==> config.mk <==
export PLATFORM = sky130hd
export DESIGN_NAME = cpu_run_ctrl_flat
export DESIGN_NICKNAME = d
export VERILOG_FILES = /design/src/rtl/cpu_run_ctrl_pkg.sv /design/src/rtl/cpu_run_ctrl_if.sv /design/src/rtl/cpu_run_ctrl_phase_counter.sv /design/src/rtl/cpu_run_ctrl.sv /design/src/flat_wrapper.sv
export SDC_FILE = /design/constraint.sdc
export NUM_CORES = 1
export LEC_CHECK = 0
export CAP_MARGIN = 40
export CORE_MARGIN = 3
export CORE_UTILIZATION = 44
export DETAILED_ROUTE_END_ITERATION = 8
export GPL_TIMING_DRIVEN = 0
export PLACE_DENSITY = 0.75
export SLEW_MARGIN = 10
export SYNTH_ARGS = -nofsm -noshare
export SYNTH_HDL_FRONTEND = slang
export SYNTH_HIERARCHICAL = 1
export SYNTH_SLANG_ARGS = --single-unit
==> constraint.sdc <==
create_clock -name clk -period 2.29 [get_ports clk]
set_clock_uncertainty 0.1 [all_clocks]
set_input_delay 0.5725 -clock clk [delete_from_list [all_inputs] [get_ports clk]]
set_output_delay 0.5725 -clock clk [all_outputs]
set_load 0.01 [all_outputs]
==> src/rtl/cpu_run_ctrl_pkg.sv <==
`default_nettype none
// ============================================================================
// Module      : cpu_run_pkg
// Description : Shared types and constants for the CPU run-control sequencer.
// Revision    : 1.0 - initial release
// ============================================================================
package cpu_run_pkg;

    typedef enum logic [1:0] {
        ST_HALTED = 2'd0,
        ST_RUN    = 2'd1,
        ST_STEP   = 2'd2
    } run_state_e;

    localparam logic [2:0] CAUSE_NONE  = 3'd0;
    localparam logic [2:0] CAUSE_CMD   = 3'd1;
    localparam logic [2:0] CAUSE_BREAK = 3'd2;
    localparam logic [2:0] CAUSE_HLT   = 3'd3;
    localparam logic [2:0] CAUSE_STEP  = 3'd4;

    localparam int                 PHASE_W    = 3;
    localparam logic [PHASE_W-1:0] PHASE_LAST = 3'd7;

endpackage
`default_nettype wire

==> src/rtl/cpu_run_ctrl_if.sv <==
`default_nettype none
// ============================================================================
// Module      : cpu_run_ctrl_if
// Description : Command / status bundle between debug source and run control.
// Revision    : 1.0 - initial release
// ============================================================================
interface cpu_run_ctrl_if #(
    parameter int AW = 5,
    parameter int CW = 16
);
    logic          cmd_run;
    logic          cmd_halt;
    logic          cmd_step;
    logic          bp_en;
    logic [AW-1:0] bp_addr;
    logic [AW-1:0] pc;
    logic          cpu_halt;
    logic [2:0]    phase;
    logic          cpu_en;
    logic          running;
    logic [2:0]    stop_cause;
    logic          stop_pulse;
    logic [CW-1:0] instr_cnt;

    modport master (
        output cmd_run, cmd_halt, cmd_step, bp_en, bp_addr, pc, cpu_halt,
        input  phase, cpu_en, running, stop_cause, stop_pulse, instr_cnt
    );

    modport slave (
        input  cmd_run, cmd_halt, cmd_step, bp_en, bp_addr, pc, cpu_halt,
        output phase, cpu_en, running, stop_cause, stop_pulse, instr_cnt
    );
endinterface
`default_nettype wire

==> src/rtl/cpu_run_ctrl_phase_counter.sv <==
`default_nettype none
// ============================================================================
// Module      : phase_counter
// Description : Enabled 0..7 instruction phase counter with wrap flag.
// Revision    : 1.0 - initial release
// ============================================================================
module phase_counter
    import cpu_run_pkg::*;
(
    input  wire logic               clk,
    input  wire logic               rst,
    input  wire logic               i_en,
    input  wire logic               i_clr,
    output logic      [PHASE_W-1:0] o_phase,
    output logic                    o_wrap
);
    logic [PHASE_W-1:0] r_phase;

    // Natural binary overflow provides the 7 -> 0 wrap.
    always_ff @(posedge clk) begin
        if (rst || i_clr) begin
            r_phase <= '0;
        end else if (i_en) begin
            r_phase <= r_phase + 1'b1;
        end
    end

    assign o_phase = r_phase;
    assign o_wrap  = (r_phase == PHASE_LAST);
endmodule
`default_nettype wire

==> src/rtl/cpu_run_ctrl.sv <==
`default_nettype none
// ============================================================================
// Module      : cpu_run_ctrl
// Description : Run / halt / single-step / breakpoint sequencer for 8-phase CPU.
// Revision    : 1.0 - initial release
// ============================================================================
module cpu_run_ctrl
    import cpu_run_pkg::*;
#(
    parameter int AW       = 5,
    parameter int CW       = 16,
    parameter bit AUTO_RUN = 1'b0
) (
    input  wire logic        clk,
    input  wire logic        rst,
    cpu_run_ctrl_if.slave    bus
);
    localparam run_state_e c_RESET_STATE = AUTO_RUN ? ST_RUN : ST_HALTED;

    run_state_e         r_state, w_state_nxt;
    logic               r_halt_pend, w_halt_pend_nxt;
    logic               r_hlt_pend, w_hlt_pend_nxt;
    logic               r_resume, w_resume_nxt;
    logic [2:0]         r_stop_cause, w_stop_cause_nxt;
    logic               r_stop_pulse;
    logic [CW-1:0]      r_instr_cnt;
    logic               w_enter_halt;
    logic [PHASE_W-1:0] w_phase;
    logic               w_wrap;
    logic               w_bp_hit;
    logic               w_cpu_en;
    logic               w_boundary;
    logic               w_hlt_seen;
    logic               w_halt_seen;

    phase_counter u_phase (
        .clk     (clk),
        .rst     (rst),
        .i_en    (w_cpu_en),
        .i_clr   (1'b0),
        .o_phase (w_phase),
        .o_wrap  (w_wrap)
    );

    // Resume masks the break so the instruction at bp_addr can execute once.
    assign w_bp_hit   = bus.bp_en && (w_phase == '0) && (bus.pc == bus.bp_addr)
                        && !r_resume && (r_state == ST_RUN);
    assign w_cpu_en   = (r_state != ST_HALTED) && !w_bp_hit;
    assign w_boundary = w_cpu_en && w_wrap;
    assign w_hlt_seen  = r_hlt_pend || (bus.cpu_halt && w_cpu_en);
    assign w_halt_seen = r_halt_pend || bus.cmd_halt;

    always_comb begin
        w_state_nxt      = r_state;
        w_halt_pend_nxt  = r_halt_pend;
        w_hlt_pend_nxt   = r_hlt_pend;
        w_resume_nxt     = r_resume;
        w_stop_cause_nxt = r_stop_cause;
        w_enter_halt     = 1'b0;
        case (r_state)
            ST_HALTED: begin
                if (bus.cmd_step) begin
                    w_state_nxt      = ST_STEP;
                    w_resume_nxt     = 1'b1;
                    w_stop_cause_nxt = CAUSE_NONE;
                end else if (bus.cmd_run) begin
                    w_state_nxt      = ST_RUN;
                    w_resume_nxt     = 1'b1;
                    w_stop_cause_nxt = CAUSE_NONE;
                end
            end
            ST_RUN: begin
                if (w_bp_hit) begin
                    w_state_nxt      = ST_HALTED;
                    w_stop_cause_nxt = CAUSE_BREAK;
                    w_halt_pend_nxt  = 1'b0;
                    w_hlt_pend_nxt   = 1'b0;
                    w_enter_halt     = 1'b1;
                end else if (w_boundary) begin
                    w_halt_pend_nxt = 1'b0;
                    w_hlt_pend_nxt  = 1'b0;
                    w_resume_nxt    = 1'b0;
                    if (w_hlt_seen) begin
                        w_state_nxt      = ST_HALTED;
                        w_stop_cause_nxt = CAUSE_HLT;
                        w_enter_halt     = 1'b1;
                    end else if (w_halt_seen) begin
                        w_state_nxt      = ST_HALTED;
                        w_stop_cause_nxt = CAUSE_CMD;
                        w_enter_halt     = 1'b1;
                    end
                end else begin
                    w_halt_pend_nxt = w_halt_seen;
                    w_hlt_pend_nxt  = w_hlt_seen;
                end
            end
            ST_STEP: begin
                if (w_boundary) begin
                    w_state_nxt      = ST_HALTED;
                    w_stop_cause_nxt = w_hlt_seen ? CAUSE_HLT : CAUSE_STEP;
                    w_halt_pend_nxt  = 1'b0;
                    w_hlt_pend_nxt   = 1'b0;
                    w_resume_nxt     = 1'b0;
                    w_enter_halt     = 1'b1;
                end else begin
                    w_hlt_pend_nxt = w_hlt_seen;
                end
            end
            default: begin
                w_state_nxt = ST_HALTED;
            end
        endcase
    end

    always_ff @(posedge clk) begin
        if (rst) begin
            r_state      <= c_RESET_STATE;
            r_halt_pend  <= 1'b0;
            r_hlt_pend   <= 1'b0;
            r_resume     <= 1'b0;
            r_stop_cause <= CAUSE_NONE;
            r_stop_pulse <= 1'b0;
            r_instr_cnt  <= '0;
        end else begin
            r_state      <= w_state_nxt;
            r_halt_pend  <= w_halt_pend_nxt;
            r_hlt_pend   <= w_hlt_pend_nxt;
            r_resume     <= w_resume_nxt;
            r_stop_cause <= w_stop_cause_nxt;
            r_stop_pulse <= w_enter_halt;
            if (w_boundary && (r_instr_cnt != {CW{1'b1}})) begin
                r_instr_cnt <= r_instr_cnt + 1'b1;
            end
        end
    end

    assign bus.phase      = w_phase;
    assign bus.cpu_en     = w_cpu_en;
    assign bus.running    = (r_state != ST_HALTED);
    assign bus.stop_cause = r_stop_cause;
    assign bus.stop_pulse = r_stop_pulse;
    assign bus.instr_cnt  = r_instr_cnt;
endmodule
`default_nettype wire

==> src/flat_wrapper.sv <==
// flat-port wrapper written by rule: the top's interface ports become plain ports
module cpu_run_ctrl_flat import cpu_run_pkg::*;
#(
    parameter int AW       = 5,
    parameter int CW       = 16,
    parameter bit AUTO_RUN = 1'b0
)
  (clk, rst, bus_cmd_run, bus_cmd_halt, bus_cmd_step, bus_bp_en, bus_bp_addr, bus_pc, bus_cpu_halt, bus_phase, bus_cpu_en, bus_running, bus_stop_cause, bus_stop_pulse, bus_instr_cnt);
  cpu_run_ctrl_if #(.AW(AW), .CW(CW)) bus_i ();
  input  wire logic clk;
  input  wire logic rst;
  input wire logic [$bits(bus_i.cmd_run)-1:0] bus_cmd_run;
  input wire logic [$bits(bus_i.cmd_halt)-1:0] bus_cmd_halt;
  input wire logic [$bits(bus_i.cmd_step)-1:0] bus_cmd_step;
  input wire logic [$bits(bus_i.bp_en)-1:0] bus_bp_en;
  input wire logic [$bits(bus_i.bp_addr)-1:0] bus_bp_addr;
  input wire logic [$bits(bus_i.pc)-1:0] bus_pc;
  input wire logic [$bits(bus_i.cpu_halt)-1:0] bus_cpu_halt;
  output wire logic [$bits(bus_i.phase)-1:0] bus_phase;
  output wire logic [$bits(bus_i.cpu_en)-1:0] bus_cpu_en;
  output wire logic [$bits(bus_i.running)-1:0] bus_running;
  output wire logic [$bits(bus_i.stop_cause)-1:0] bus_stop_cause;
  output wire logic [$bits(bus_i.stop_pulse)-1:0] bus_stop_pulse;
  output wire logic [$bits(bus_i.instr_cnt)-1:0] bus_instr_cnt;
  assign bus_i.cmd_run = bus_cmd_run;
  assign bus_i.cmd_halt = bus_cmd_halt;
  assign bus_i.cmd_step = bus_cmd_step;
  assign bus_i.bp_en = bus_bp_en;
  assign bus_i.bp_addr = bus_bp_addr;
  assign bus_i.pc = bus_pc;
  assign bus_i.cpu_halt = bus_cpu_halt;
  assign bus_phase = bus_i.phase;
  assign bus_cpu_en = bus_i.cpu_en;
  assign bus_running = bus_i.running;
  assign bus_stop_cause = bus_i.stop_cause;
  assign bus_stop_pulse = bus_i.stop_pulse;
  assign bus_instr_cnt = bus_i.instr_cnt;
  cpu_run_ctrl #(.AW(AW), .CW(CW), .AUTO_RUN(AUTO_RUN)) u_core (.clk(clk), .rst(rst), .bus(bus_i));
endmodule
-- Word-level counts from Yosys, hierarchy flattened
Cells that the tools add are included.
- memory bits (read-only): 0
- bits in writable memories: 0
- latch bits: 0
- memories: 0
- bits of input ports: 17
- register bits after elaboration: 28
- $add $sub $neg: 2
- magnitude comparators: 0
- bitwise gates (word level): 0
- shift operators: 0
- $mul: 0
- equal/unequal tests: 10
- divide/modulo/power cells: 0
- reduce and logical (&&, ||, !) cells: 21
- muxes and demuxes: 35
- operator list (kind ; count):
    3-bit two-way mux ; 8
    16-bit by 1-bit adder with 16-bit output, second input constant ; 1
    16-bit != test, second input constant ; 1
    1-bit two-way mux ; 14
    2-bit two-way mux ; 7
    3-bit one-hot mux with 3 select lines ; 1
    1-bit logical AND ; 8
    1-bit one-hot mux with 2 select lines ; 3
    2-bit one-hot mux with 3 select lines ; 1
    5-bit equality test ; 1
    5-bit AND reduction ; 1
    4-bit by 1-bit != test with 1-bit output, second input constant ; 1
    4-bit AND reduction ; 1
    2-bit nonzero test ; 2
    3-bit by 1-bit adder with 3-bit output, second input constant ; 1
    3-bit equality test, second input constant ; 1
    3-bit zero test ; 1
    3-bit by 1-bit != test with 1-bit output, second input constant ; 1
    3-bit != test, second input constant ; 1
    1-bit one-hot mux with 3 select lines ; 1
    3-bit AND reduction ; 1
    3-bit nonzero test ; 1
    2-bit by 1-bit equality test with 1-bit output, second input constant ; 1
    2-bit equality test, second input constant ; 1
    other kinds (6) ; 8

-- Depth between registers and ports, before layout
Gate-level depths: netlist (run 1).
- word-level depth: 13
- gate-level depth with buffers: 8

-- Cells and area by module
Netlist (run 1), hierarchy kept.
- by module, submodules not included (module ; area each (sq um) ; times used ; cells an instance):
    cpu_run_ctrl ; 1551.5 ; 1 ; 182
    phase_counter ; 133.9 ; 1 ; 11

-- Worst setup path after synthesis (run 1)
OpenSTA, ideal clock, no wires.
- kind: register to register
- start: reg u_core.u_phase.r_phase[0] (netlist: u_core/u_phase/o_phase[0])
- end: reg u_core.r_stop_cause[0] (netlist: u_core/bus.stop_cause[0])
- data arrival time: 2113 ps
- cell stages (with the launch flop): 7
- library setup time: 121 ps
- path slack: -44 ps
- period minus slack after synthesis: 2334 ps
- path buffers: 0
- cells stage by stage: dfxtp_1 -> ha_1 -> ha_1 -> nor2b_1 -> nor2_1 -> or4_4 -> mux2_4
- elaborated cells between the ends (all ways): 21
- classes of those cells: 4 x eq/ne; 6 x mux; 11 x reduce/logical
- RTL lines (item ; RTL line ; text):
    from (decl) ; cpu_run_ctrl_phase_counter.sv:17 ; logic [PHASE_W-1:0] r_phase;
    from (signal assigned) ; cpu_run_ctrl_phase_counter.sv:24 ; r_phase <= r_phase + 1'b1;
    3-bit equality test (*) ; cpu_run_ctrl_phase_counter.sv:29 ; assign o_wrap = (r_phase == PHASE_LAST);
    named net u_core.w_wrap ; cpu_run_ctrl.sv:29 ; logic w_wrap;
    1-bit logical AND (*) ; cpu_run_ctrl.sv:49 ; assign w_boundary = w_cpu_en && w_wrap;
    3-bit by 1-bit != test with 1-bit output (no line) or 2-bit by 1-bit != test with 1-bit output (tied branches) ; -- ;
    5-bit AND reduction (no line) (*) ; -- ;
    to (signal assigned) ; cpu_run_ctrl.sv:129 ; r_stop_cause <= w_stop_cause_nxt;
    to (decl) ; cpu_run_ctrl.sv:24 ; logic [2:0] r_stop_cause, w_stop_cause_nxt;
Mark *: on every way through the listed nets, which the timed path passes. The rest lies on a longest branch. The select of a mux whose other input is x is not followed.
A chain may end at the register's enable or synchronous reset.

-- Worst setup path after layout (run 1)
- start: in bus_bp_addr[3]
- end: out bus_cpu_en
- cells in the longest elaborated chain, start to end: 6
- RTL lines (item ; RTL line ; text):
    from (decl) ; flat_wrapper.sv:16 ; input wire logic [$bits(bus_i.bp_addr)-1:0] bus_bp_addr;
    5-bit equality test ; cpu_run_ctrl.sv:46 ; assign w_bp_hit = bus.bp_en && (w_phase == '0) && (bus.pc == bus.bp_addr)
    1-bit logical AND ; cpu_run_ctrl.sv:46 ;
    1-bit logical AND (2 in a row) ; cpu_run_ctrl.sv:47 ; && !r_resume && (r_state == ST_RUN);
    1-bit zero test ; cpu_run_ctrl.sv:48 ; assign w_cpu_en = (r_state != ST_HALTED) && !w_bp_hit;
    1-bit logical AND ; cpu_run_ctrl.sv:48 ;
    to (decl) ; flat_wrapper.sv:20 ; output wire logic [$bits(bus_i.cpu_en)-1:0] bus_cpu_en;
No other way between the ends.

==> run metrics, run 1 <==
outcome finished, violations left; failing checks setup timing; CTS tree yes; CP Max Fanout 2; EDFF count, synth 0; P per Cell Area approximately 550 nW/µm²; clock buffer depth 2; Design Area, Final 2412 µm²; top cells by instance count after synthesis dfxtp_1 (28), a21oi_1 (19), nor2_1 (11), nand2_1 (10), or4_1 (9); share of cells above drive strength 1 approximately 25%; largest area contributor in the netlist dfxtp_1; vias in the first global route between 1,500 and 2,000; final setup vio count 1; total core area about 3500 µm²; Max-Cap Viols 0; detailed router's first-iteration violation count approximately 120; Starting Density 47.87%; vias per inst between 5 and 6; Yosys cell types a little over 50; # H-tree levels 1; register area share after synthesis around 33%; Hold Crit Class flop to flop; RSZ-0062 raised after global routing yes; Critical Path Start Type input port; DP Area between 2000 and 2500 µm²; clk slew on worst S/H paths roughly 0.10 ns; CTS sink cnt 28; initial antenna violation count 0; synthesized instance count around 190; IO Pins 42; full die area between 4000 and 5000 µm²; highest metal used met4; ant diodes 0; GPL Wtd Cong approximately 0.79; Crit. End Element output pin; DRC viols 0; Yosys reg bits 28; Max Fclk between 0.4 and 0.5 GHz; row count 21; Fillers between 200 and 300; aggregate negative setup slack -0.05400 ns; Tot Pwr around 1.3 mW; final hold vios 0; Die Y about 68 µm; largest net degree at the start of global routing 17; ys async rst share 0%; final WL 4.295 mm; worst-skew pair later-pin latency roughly 0.28 ns; Post-Syn Area between 1500 and 2000 µm²; Horiz. Die Dim slightly below 70 µm; CTS Buf Count 3; yosys warns 6; Setup CP Type input port to output pin; Worst Slack Setup Final -0.05400 ns; final net count 274; total number of vias 1,691; syn_area_per_cell approximately 8.7 µm²; Crit path required time 1.62 ns; Top FF cell, synth dfxtp_1; routed metal-1 wirelength a little under 2 mm; global-route wire length before repair 7.024 mm; hpwl dp 2.852 mm; detailed-router iteration count before antenna repair 4; placed cells roughly 280; root buf cell clkbuf_8; peak supply drop between 0.4 and 0.5 mV; WL/cell 14.56 µm; post-route minimum period 2.344 ns; area delta synth->final 43.13%; share of the synthesized area in the top cell type 33.26%; metal2 WL 1.983 mm; port buffer count 41; Hold Buf Count CTS 0; period utilization 102.4%; Pins Over Slew Limit 0; Total GRT Usage 19.99%; Routed Antenna Nets 0; Synth area leaders dfxtp_1 (33%), a21oi_1 (5.6%), ha_1 (5.2%); WP data arrival between 1.5 and 2 ns; top-count cell post-synth dfxtp_1; metal3 WL ~260 µm; static leakage 0.8737 nW; grt ovf 0; Post-Layout Cell Count 295
[metrics by stage]
step | hold slack [ns] | worst slack [ns] | util [%]
after floorplan | 0.3661 | 0.01790 | -
after global placement | 0.3786 | -1.023 | 61.44
after detailed placement | 0.3884 | -1.017 | 61.44
after CTS | 0.4013 | -0.01909 | 66.84
after global routing | 0.4356 | -0.07615 | 68.51
final | 0.4032 | -0.05400 | 68.51
[cells by family (layout without fill, tap and decap cells)]
logic type	count (synthesis)	after routing	share of synthesized area, %
simple gates	76	76	28.14
mux	8	8	5.865
fa+ha+maj	7	7	5.196
xor+xnor	6	6	3.119
other cells	1	3	0.2225
buf+inv	17	71	4.603
compound gates	50	50	19.60
flops	28	28	33.26
[final cells by class]
cell class,instances,area [µm²],share of cell area [%]
Clock inverter,1,30.03,1.245
Buffer,8,46.29,1.919
Sequential cell,28,565.5,23.44
Inverter,7,26.28,1.089
Timing Repair Buffer,52,469.2,19.45
Multi-Input combinational cell,150,1176,48.76
Clock buffer,3,41.29,1.712
Tap cell,46,57.56,2.386
[state kept, by name, indices dropped and copies added (netlist names)]
name	cells
u_core/bus.stop_pulse	1
u_core/r_resume	1
u_core/r_hlt_pend	1
u_core/r_state	2
u_core/u_phase/o_phase	3
u_core/bus.instr_cnt	16
u_core/bus.stop_cause	3
u_core/r_halt_pend	1
[where the power goes]
| group | internal [mW] | leakage, nW | switching [mW] | total [mW] |
|---|---|---|---|---|
| sequential | 0.513 | 0.228 | 0.0272 | 0.540 |
| clock | 0.234 | 0.0357 | 0.165 | 0.399 |
| combinational | 0.192 | 0.610 | 0.188 | 0.380 |
| total | 0.939 | 0.874 | 0.381 | 1.32 |
[cell usage in the layout, fill, tap and decap left out, types with 2 or more instances in the layout]
cell type and instances:
or3_1 4, nor2b_1 7, nand2b_1 2, buf_4 12, ha_4 2, xnor2_2 2
or4_1 9, nand3_1 7, a21oi_1 18, and4_1 3, a31oi_1 2, mux2i_1 2
o21ai_0 8, nand2_1 10, dlygate4sd2_1 3, o31ai_1 8, buf_2 7, ha_1 4
clkdlybuf4s50_1 28, clkbuf_2 2, inv_1 7, clkdlybuf4s15_1 2, mux2_2 3, nor3_4 2
nor2_1 9, mux2_4 3, xor2_2 3, buf_6 3, nor3_1 6, clkbuf_8 3
conb_1 3, clkbuf_1 2, dfxtp_2 4, nand4_1 3, dfxtp_1 24
[path summary, 6_finish.rpt]
check	start	end	slack [ns]	cells past startpoint
max	bus_bp_addr[3]	bus_cpu_en	-0.05	6
min	u_core/bus.instr_cnt[6]	u_core/bus.instr_cnt[6]	0.40	2
max reg2reg	u_core/r_state[0]	u_core/bus.instr_cnt[15]	0.06	7
min reg2reg	u_core/bus.instr_cnt[6]	u_core/bus.instr_cnt[6]	0.40	2
[timing repair]
item	in CTS	in global routing
pin swaps	9	7
resized for setup	51	13
endpoints found under the setup margin	25	11
setup buffers	8	3
[routing by layer]
layer,up-vias,GRT usage (%)
met5,-,0
met4,0,8.933
met3,9,3.120
met2,66,32.44
met1,790,26.14
li1,826,-
[worst max-delay path: stages]
cell    delay, ns
buf_6        0.09
xor2_2       0.17
or3_4        0.40
nor3_4       0.25
nor2_4       0.06
buf_6        0.12
Note: power is estimated with default switching activity, not from simulation.
==> run 2, diff against run 1 <==
- CTS_CLUSTER_SIZE: default -> 30
==> results of run 2 <==
Same layout as run 1: the final DEF is identical, and so are final timing and power.
